File: src/rtl/alu_pkg.sv
// Shared definitions for the sequential multiply/divide engine.
// Provides the operation encodings, the FSM state encoding and the default
// operand width.
package alu_pkg;

  localparam int WIDTH_DEF = 32;

  localparam logic OP_MUL = 1'b0;
  localparam logic OP_DIV = 1'b1;

  typedef enum logic [1:0] {
    IDLE = 2'd0,
    RUN  = 2'd1,
    FIX  = 2'd2,
    DONE = 2'd3
  } state_t;

endpackage

File: src/rtl/seq_mul_div_step.sv
// One iteration of the multiply/divide datapath (purely combinational).
// Ports:
//   op       : OP_MUL selects a Booth step, OP_DIV a restoring-division step
//   acc      : 2*WIDTH+1 bit working accumulator
//   m        : multiplicand (multiply) or divisor magnitude (divide)
//   acc_next : accumulator after this iteration
// Multiply layout: {A[WIDTH-1:0], Q[WIDTH-1:0], q_minus1}.
// Divide layout:   {R[WIDTH:0], Q[WIDTH-1:0]}, R always < 2^WIDTH.
module seq_mul_div_step
  import alu_pkg::*;
#(
  parameter int WIDTH = WIDTH_DEF
) (
  input  logic               op,
  input  logic [2*WIDTH:0]   acc,
  input  logic [WIDTH-1:0]   m,
  output logic [2*WIDTH:0]   acc_next
);

  logic [WIDTH:0]   booth_hi;
  logic [WIDTH:0]   m_ext;
  logic [WIDTH:0]   booth_sum;
  logic [WIDTH:0]   shifted;
  logic [WIDTH+1:0] diff;
  logic             ge;

  always_comb begin
    // Add/subtract in WIDTH+1 bits so that subtracting the most negative
    // multiplicand cannot overflow; the arithmetic shift then folds the
    // extra bit back into a WIDTH-bit A.
    booth_hi = {acc[2*WIDTH], acc[2*WIDTH:WIDTH+1]};
    m_ext    = {m[WIDTH-1], m};
    case (acc[1:0])
      2'b01:   booth_sum = booth_hi + m_ext;
      2'b10:   booth_sum = booth_hi - m_ext;
      default: booth_sum = booth_hi;
    endcase

    shifted = {acc[2*WIDTH-1:WIDTH], acc[WIDTH-1]};
    diff    = {1'b0, shifted} - {2'b00, m};
    ge      = ~diff[WIDTH+1];

    if (op == OP_MUL) begin
      acc_next = {booth_sum, acc[WIDTH:1]};
    end else begin
      acc_next = {(ge ? diff[WIDTH:0] : shifted), acc[WIDTH-2:0], ge};
    end
  end

endmodule

File: src/rtl/seq_mul_div.sv
// Iterative signed multiply/divide unit with a start/done handshake.
// Ports:
//   clk, rst       : clock, synchronous active-high reset
//   start          : request, accepted only in IDLE or DONE
//   op_sel         : OP_MUL (signed multiply) or OP_DIV (signed divide)
//   a, b           : operands, captured on the accepting edge
//   busy           : high while an operation is in flight
//   done           : one-cycle pulse when c is valid
//   div_by_zero    : last divide had b == 0, held with c
//   c              : product, or {remainder, quotient}
//
// state | meaning
// IDLE  | waiting for start after reset
// RUN   | one datapath iteration per clock
// FIX   | sign correction, result registered
// DONE  | result held, new start accepted
module seq_mul_div
  import alu_pkg::*;
#(
  parameter int WIDTH = WIDTH_DEF
) (
  input  logic               clk,
  input  logic               rst,
  input  logic               start,
  input  logic               op_sel,
  input  logic [WIDTH-1:0]   a,
  input  logic [WIDTH-1:0]   b,
  output logic               busy,
  output logic               done,
  output logic               div_by_zero,
  output logic [2*WIDTH-1:0] c
);

  localparam int ITER = WIDTH;
  localparam int CW   = $clog2(ITER + 1);

  state_t             state, state_next;
  logic [CW-1:0]      cnt;
  logic [2*WIDTH:0]   acc, acc_next;
  logic [WIDTH-1:0]   m;
  logic [WIDTH-1:0]   a_reg;
  logic               op_reg, a_neg, b_neg, b_zero;
  logic               accept;
  logic [WIDTH-1:0]   a_mag, b_mag, quo, rem;
  logic [2*WIDTH-1:0] c_fix;

  seq_mul_div_step #(.WIDTH(WIDTH)) u_step (
    .op       (op_reg),
    .acc      (acc),
    .m        (m),
    .acc_next (acc_next)
  );

  always_ff @(posedge clk) begin
    if (rst) state <= IDLE;
    else     state <= state_next;
  end

  always_comb begin
    accept     = start && (state == IDLE || state == DONE);
    state_next = state;
    case (state)
      IDLE, DONE: if (accept) state_next = RUN;
      RUN:        if (cnt == CW'(ITER - 1)) state_next = FIX;
      FIX:        state_next = DONE;
      default:    state_next = IDLE;
    endcase
  end

  always_comb begin
    a_mag = a[WIDTH-1] ? -a : a;
    b_mag = b[WIDTH-1] ? -b : b;
    quo   = acc[WIDTH-1:0];
    rem   = acc[2*WIDTH-1:WIDTH];
    if (op_reg == OP_MUL) begin
      c_fix = acc[2*WIDTH:1];
    end else if (b_zero) begin
      c_fix = {a_reg, {WIDTH{1'b1}}};
    end else begin
      // Quotient truncates toward zero; remainder follows the dividend.
      c_fix = {(a_neg ? -rem : rem), ((a_neg ^ b_neg) ? -quo : quo)};
    end
  end

  always_ff @(posedge clk) begin
    if (rst) begin
      cnt         <= '0;
      acc         <= '0;
      m           <= '0;
      a_reg       <= '0;
      op_reg      <= OP_MUL;
      a_neg       <= 1'b0;
      b_neg       <= 1'b0;
      b_zero      <= 1'b0;
      busy        <= 1'b0;
      done        <= 1'b0;
      div_by_zero <= 1'b0;
      c           <= '0;
    end else begin
      done <= 1'b0;
      if (accept) begin
        op_reg      <= op_sel;
        a_reg       <= a;
        a_neg       <= a[WIDTH-1];
        b_neg       <= b[WIDTH-1];
        b_zero      <= (b == '0);
        cnt         <= '0;
        busy        <= 1'b1;
        div_by_zero <= 1'b0;
        if (op_sel == OP_MUL) begin
          acc <= {{WIDTH{1'b0}}, b, 1'b0};
          m   <= a;
        end else begin
          acc <= {{(WIDTH+1){1'b0}}, a_mag};
          m   <= b_mag;
        end
      end else if (state == RUN) begin
        acc <= acc_next;
        cnt <= cnt + 1'b1;
      end else if (state == FIX) begin
        c           <= c_fix;
        done        <= 1'b1;
        busy        <= 1'b0;
        div_by_zero <= (op_reg == OP_DIV) && b_zero;
      end
    end
  end

endmodule
File: config.mk
export PLATFORM = sky130hd
export DESIGN_NAME = seq_mul_div
export DESIGN_NICKNAME = d
export VERILOG_FILES = /design/src/rtl/alu_pkg.sv /design/src/rtl/seq_mul_div_step.sv /design/src/rtl/seq_mul_div.sv
export SDC_FILE = /design/constraint.sdc
export NUM_CORES = 1
export LEC_CHECK = 0
export CORE_AREA = 2 2 223 225
export CTS_CLUSTER_DIAMETER = 100
export CTS_CLUSTER_SIZE = 28
export DETAILED_ROUTE_END_ITERATION = 12
export DIE_AREA = 0 0 225 227
export SYNTH_ARGS = -nofsm -noshare
export SYNTH_HDL_FRONTEND = slang
export SYNTH_SLANG_ARGS = --single-unit
File: constraint.sdc
create_clock -name clk -period 5.1 [get_ports clk]
set_input_delay 1.53 -clock clk [delete_from_list [all_inputs] [get_ports clk]]
set_output_delay 1.53 -clock clk [all_outputs]
set_load 0.05 [all_outputs]
### Word level (Yosys, flattened, before mapping)

Cells that the tools add are included.

| cells by class | value |
|---|---|
| $add $sub $neg | 8 |
| bitwise gates (word level) | 4 |
| equal/unequal tests | 9 |
| reduce and logical (&&, ||, !) cells | 16 |
| mux-type cells | 20 |

Operator list:

| operator | count |
|---|---|
| $mux 65 | 3 |
| $mux 32 | 5 |
| $mux 64 | 2 |
| $neg 32->32 | 4 |
| $mux 33 | 2 |
| $pmux 33 s2 | 1 |
| $sub 33x32->34 | 1 |
| $add 32x32->33 | 1 |
| $sub 32x32->33 | 1 |
| $logic_not 32->1 | 1 |
| $reduce_and 2->1 | 4 |
| $add 6x1->6 const B | 1 |
| $eq 2x2->1 const B | 3 |
| $eq 6x5->1 const B | 1 |
| $ne 2x2->1 const B | 3 |
| $pmux 2 s3 | 1 |
| $eq 2x1->1 const B | 2 |
| $mux 1 | 4 |
| $mux 2 | 2 |
| $reduce_bool 2->1 | 2 |
| $reduce_bool 4->1 | 1 |
| $reduce_or 2->1 | 2 |
| $not 1->1 | 3 |
| $reduce_and 3->1 | 1 |
| other kinds (5) | 6 |

| storage, ports and cells | value |
|---|---|
| register bits | 208 |

### Logic depth before layout (Yosys ltp)

| depth | value |
|---|---|
| depth in word-level cells | 5 |
| depth in mapped cells | 19 |

### By module

From an unflattened synthesis, not the netlist that was laid out.

| unflattened totals | value |
|---|---|
| cell total of the unflattened synthesis | 2224 |
| area, all modules | 16768.6 µm² |

By module, submodules not included:

| module | times used | area each (µm²) | sequential area each (µm²) | cells an instance |
|---|---|---|---|---|
| seq_mul_div | 1 | 11466.0 | 4144.0 | 1436 |
| seq_mul_div_step | 1 | 5302.6 | 0.0 | 788 |

### Worst setup path after synthesis

No wires, ideal clock.

| timing path | value |
|---|---|
| path type | input-to-reg |
| start | input port b[12] |
| end | register m[28] |
| path buffers | 0 |
| arrival time | 4.115 ns |
| cell stages on the path | 9 |
| data required time | 5.030 ns |
| slack | 0.915 ns |
| setup time | 0.070 ns |
| cell sequence | or4_1 nor4_2 or3b_2 or3_1 or2_2 o21ai_0 xor2_1 a211o_1 a21oi_1 |

| on the way | value |
|---|---|
| longest elaborated chain between the ends | 3 |

Ends and longest elaborated chain:

| what | line | RTL |
|---|---|---|
| start: declaration | seq_mul_div.sv:27 | `input logic [WIDTH-1:0] b,` |
| $neg 32->32 | seq_mul_div.sv:72 | `b_mag = b[WIDTH-1] ? -b : b;` |
| $mux 32 | seq_mul_div.sv:72 |  |
| $mux 32 | seq_mul_div.sv:110 | `if (op_sel == OP_MUL) begin` |
| end signal: assignment | seq_mul_div.sv:115 | `m <= b_mag;` |
| end: declaration | seq_mul_div.sv:40 | `logic [WIDTH-1:0] m;` |

Every way passes these cells.
A chain may end at the register's enable or synchronous reset.

### Final worst setup path

| timing path | value |
|---|---|
| start | register m[14] |
| end | register acc[64] |

| on the way | value |
|---|---|
| longest elaborated chain between the ends | 5 |
| elaborated cells between the ends (all ways) | 8 |
| those cells by class | 3 x add/sub; 5 x mux |

Ends and longest elaborated chain:

| what | line | RTL |
|---|---|---|
| $sub 32x32->33 (tied with other cells) | seq_mul_div_step.sv:35 | `2'b10: booth_sum = booth_hi - m_ext;` |
| $pmux 33 s2 / $mux 33 (equally long branches) | seq_mul_div_step.sv:33, seq_mul_div_step.sv:46 |  |
| $mux 65 * | seq_mul_div_step.sv:43 | `if (op == OP_MUL) begin` |
| $mux 65 * | seq_mul_div.sv:117 | `end else if (state == RUN) begin` |
| $mux 65 * | seq_mul_div.sv:101 | `if (accept) begin` |
| end signal: assignment | seq_mul_div.sv:111 | `acc <= {{WIDTH{1'b0}}, b, 1'b0};` |
| end signal: assignment | seq_mul_div.sv:114 | `acc <= {{(WIDTH+1){1'b0}}, a_mag};` |
| end signal: assignment | seq_mul_div.sv:118 | `acc <= acc_next;` |
| end: declaration | seq_mul_div.sv:39 | `logic [2*WIDTH:0] acc, acc_next;` |

Every way passes the cells marked *; elsewhere a longest branch is shown, timed or not. The select of a mux whose other input is x is not followed.

==> flow_summary.yaml <==
place:
  portBuffers: 134
  pre_cts_slack_ns: 0.246
  routabilityCongestion: 0.940
  hpwl_mm: 47.1
sta:
  final.period_utilization_pct: 95.0
  post-route-min-period_ns: 4.84
  setup_tns_ns: 0
  hold_viol_final: 0
  setup_viol: 0
  clock_skew_ns: 0.0232
  maxSlewViolCount: 0
  fin_ws_ns: 0.256
  slew_headroom_pct: 17.4
  max_freq_mhz: 206
  grt_setup_unrepaired: "false"
  worst_slew_pin_slew_ns: 1.23
routing:
  routedWlPerCell_um: 21.0
  drt_iter0_markers: 1711
  antenna_left: 0
  routed_wl_mm: 62.7
  top_layer_used: "met5"
  dr_wl_met3_mm: 4.07
  met1Wirelength_mm: 28.7
  wl_met2_mm: 27.6
  avgViaCountPerCell: 5.87
  vias: 17500
  first_pass_iters: 8
  drc: 0
clocking:
  ctsResizeCount: 0
  clock_latency_ns: 0.52
  clk_path_buf_depth: 3
  ctsHoldBuffers: 0
  root_buffer: "clkbuf_16"
  cts_inserted_buffers: 14
  cts_tree: "built"
  cts.sinks: 207
  clk_pin_slew_worst_paths_ns: 0.12
  post-cts-setup-buffer-count: 0
  htreeDepth: 1
synthesis:
  ys_ff_latch: 207
  synthCells: 2316
  synthTopCellsByArea: "dfxtp_1 24%, a21oi_1 6.3%, nand2_1 6.3%"
  syn_nets: 2460
  synthXorXnorAreaFrac_pct: 10.1
  yosys.area_share.simple_pct: 20.3
  ys_top_cells_by_count: "283 x nand2_1, 236 x nor2_1, 214 x a21oi_1"
  synth_edf_count: 0
  ys_seq_area_share_pct: 24.5
  ys_types: 74
  synth_mux_area_share_pct: 5.05
  synth_top_area_share_pct: 24.5
  yosysMostFrequentCell: "nand2_1"
  syn_avg_cell_area_um2: 7.31
  synth_ff_type: "dfxtp_1"
  synth_top_family_by_area: "compound AO/OA/AOI/OAI gates"
  synth_compound_area_share_pct: 28.5
  syn_area_mm2: 0.0169
  yosys_warnings: 0
  ys_async_sr_fraction_pct: 0
  yosysTopAreaCell: "dfxtp_1"
  synthAdderAreaFrac_pct: 5.71
global_route:
  grt_usage_pct: 23.6
  grt_pass1_vias: 15900
  grt_start_max_net_pins: 156
  overflow: 0
  antenna_found_initial: 6
  grt_pass1_wl_mm: 94.3
floorplanning:
  fp.dieArea_mm2: 0.0511
  die_w_um: 225
  start_util_pct: 34.9
  io_pins: 135
  rows: 81
  fp.dieH_um: 227
  core_area_mm2: 0.0485
layout:
  largest_reg_flops: 65
  drive_above_1_share_pct: 5.81
  syn2layout_area_growth_pct: 14.4
  top_register: "acc"
  fin_nets: 2497
  top_regs: "acc x65, c x64"
power_and_ir_drop:
  vdd_drop_max_mv: 0.296
  power_mw: 14.5
  leakagePower_nw: 6.92
  p_per_area_mw_per_mm2: 751
critical_path:
  worstRegToRegCells: 17
  required_ns: 5.48
  startpoint_type: "flip-flop"
  crit_path_max_fanout: 7
  critical_path.endpoint_type: "flip-flop"
  path_class: "reg2reg"
  worstPathArrival_ns: 5.23
job:
  cap_viol_max_count: 0
hold_path:
  min_path_type: "reg2reg"
  min_path_cells: 2
status:
  outcome: "complete, no violations"
## kinds of logic after synthesis
family	count (synthesis)
muxes	84
xor gates and xnor gates	196
buffers and inverters	251
AOI/OAI and AO/OA	743
and+or+nand+nor	759
DFF	207
adders and majority gates	76
## worst max-delay path: stages, from the launching register on
cell       delay [ns]
dfxtp_1          0.42
nor4_1           0.84
and3_1           0.34
nand2_1          0.14
nor4_1           0.20
nor2_1           0.08
xnor2_1          0.14
ha_1             0.44
nand2_1          0.11
o21ai_0          0.22
buf_4            0.17
o21a_1           0.12
nor2_1           0.05
a311oi_1         0.63
o2111ai_1        0.31
mux2i_1          0.17
a21oi_1          0.21
o211ai_1         0.12
## power by group
group | total [mW] | switching [mW] | internal [mW]
clock network | 1.27 | 0.666 | 0.608
logic | 10.3 | 6.33 | 4.02
registers | 2.92 | 0.776 | 2.14
## per-stage QoR
stage	cells	utilization, %	hold slack (ns)	cell area, um^2
after detailed placement	2959	38.9	0.451	18900
after CTS	2982	39.9	0.468	19400
final	2983	39.9	0.469	19400
after global routing	2983	39.9	0.486	19400
after global placement	2959	38.9	0.443	18900
after floorplan	2316	-	0.436	16900
## area by class of cell
| type | instances | area [um^2] |
|---|---|---|
| Fill cell | 5020 | 29200 |
| Multi-Input combinational cell | 1858 | 11800 |
| Sequential cell | 207 | 4150 |
| Timing Repair Buffer | 201 | 1870 |
| Tap cell | 622 | 778 |
| Clock buffer | 16 | 379 |
| Inverter | 71 | 267 |
| Clock inverter | 7 | 90.1 |
| Antenna cell | 1 | 2.50 |
## final timing paths
kind | slack (ns) | endpoint | start
worst max-delay path | 0.26 | acc[64] | m[14]
worst min-delay path | 0.47 | a_reg[24] | a_reg[24]
worst max register to register | 0.26 | acc[64] | m[14]
worst min register to register | 0.47 | a_reg[24] | a_reg[24]
## layout by cell type, fill, tap and decap left out, types with 9 or more instances in the layout
master / count
dfxtp_1: 205
a311oi_1: 17
inv_1: 69
xor2_1: 111
o41ai_1: 15
nor4_1: 16
a31oi_1: 35
nand3_1: 40
nand2_1: 282
o21a_1: 12
or4_1: 9
ha_1: 72
or3_1: 24
and2_1: 10
o21bai_1: 9
buf_4: 66
or2_2: 10
nor3_1: 38
o31ai_1: 34
mux2i_1: 73
a21o_1: 23
a211oi_1: 97
o211ai_1: 72
xnor2_1: 85
mux2_2: 11
clkbuf_16: 15
nand2b_1: 30
a21oi_1: 214
and3_1: 12
clkdlybuf4s50_1: 132
o21ai_0: 133
nor2b_1: 15
nor2_1: 236
## layer usage
layer	up-vias	GRT usage, %
met2	611	37.1
li1	8425	-
met5	-	0
met4	10	8.29
met3	105	3.01
met1	8363	33.3
Power figures use the tool's default switching activity.
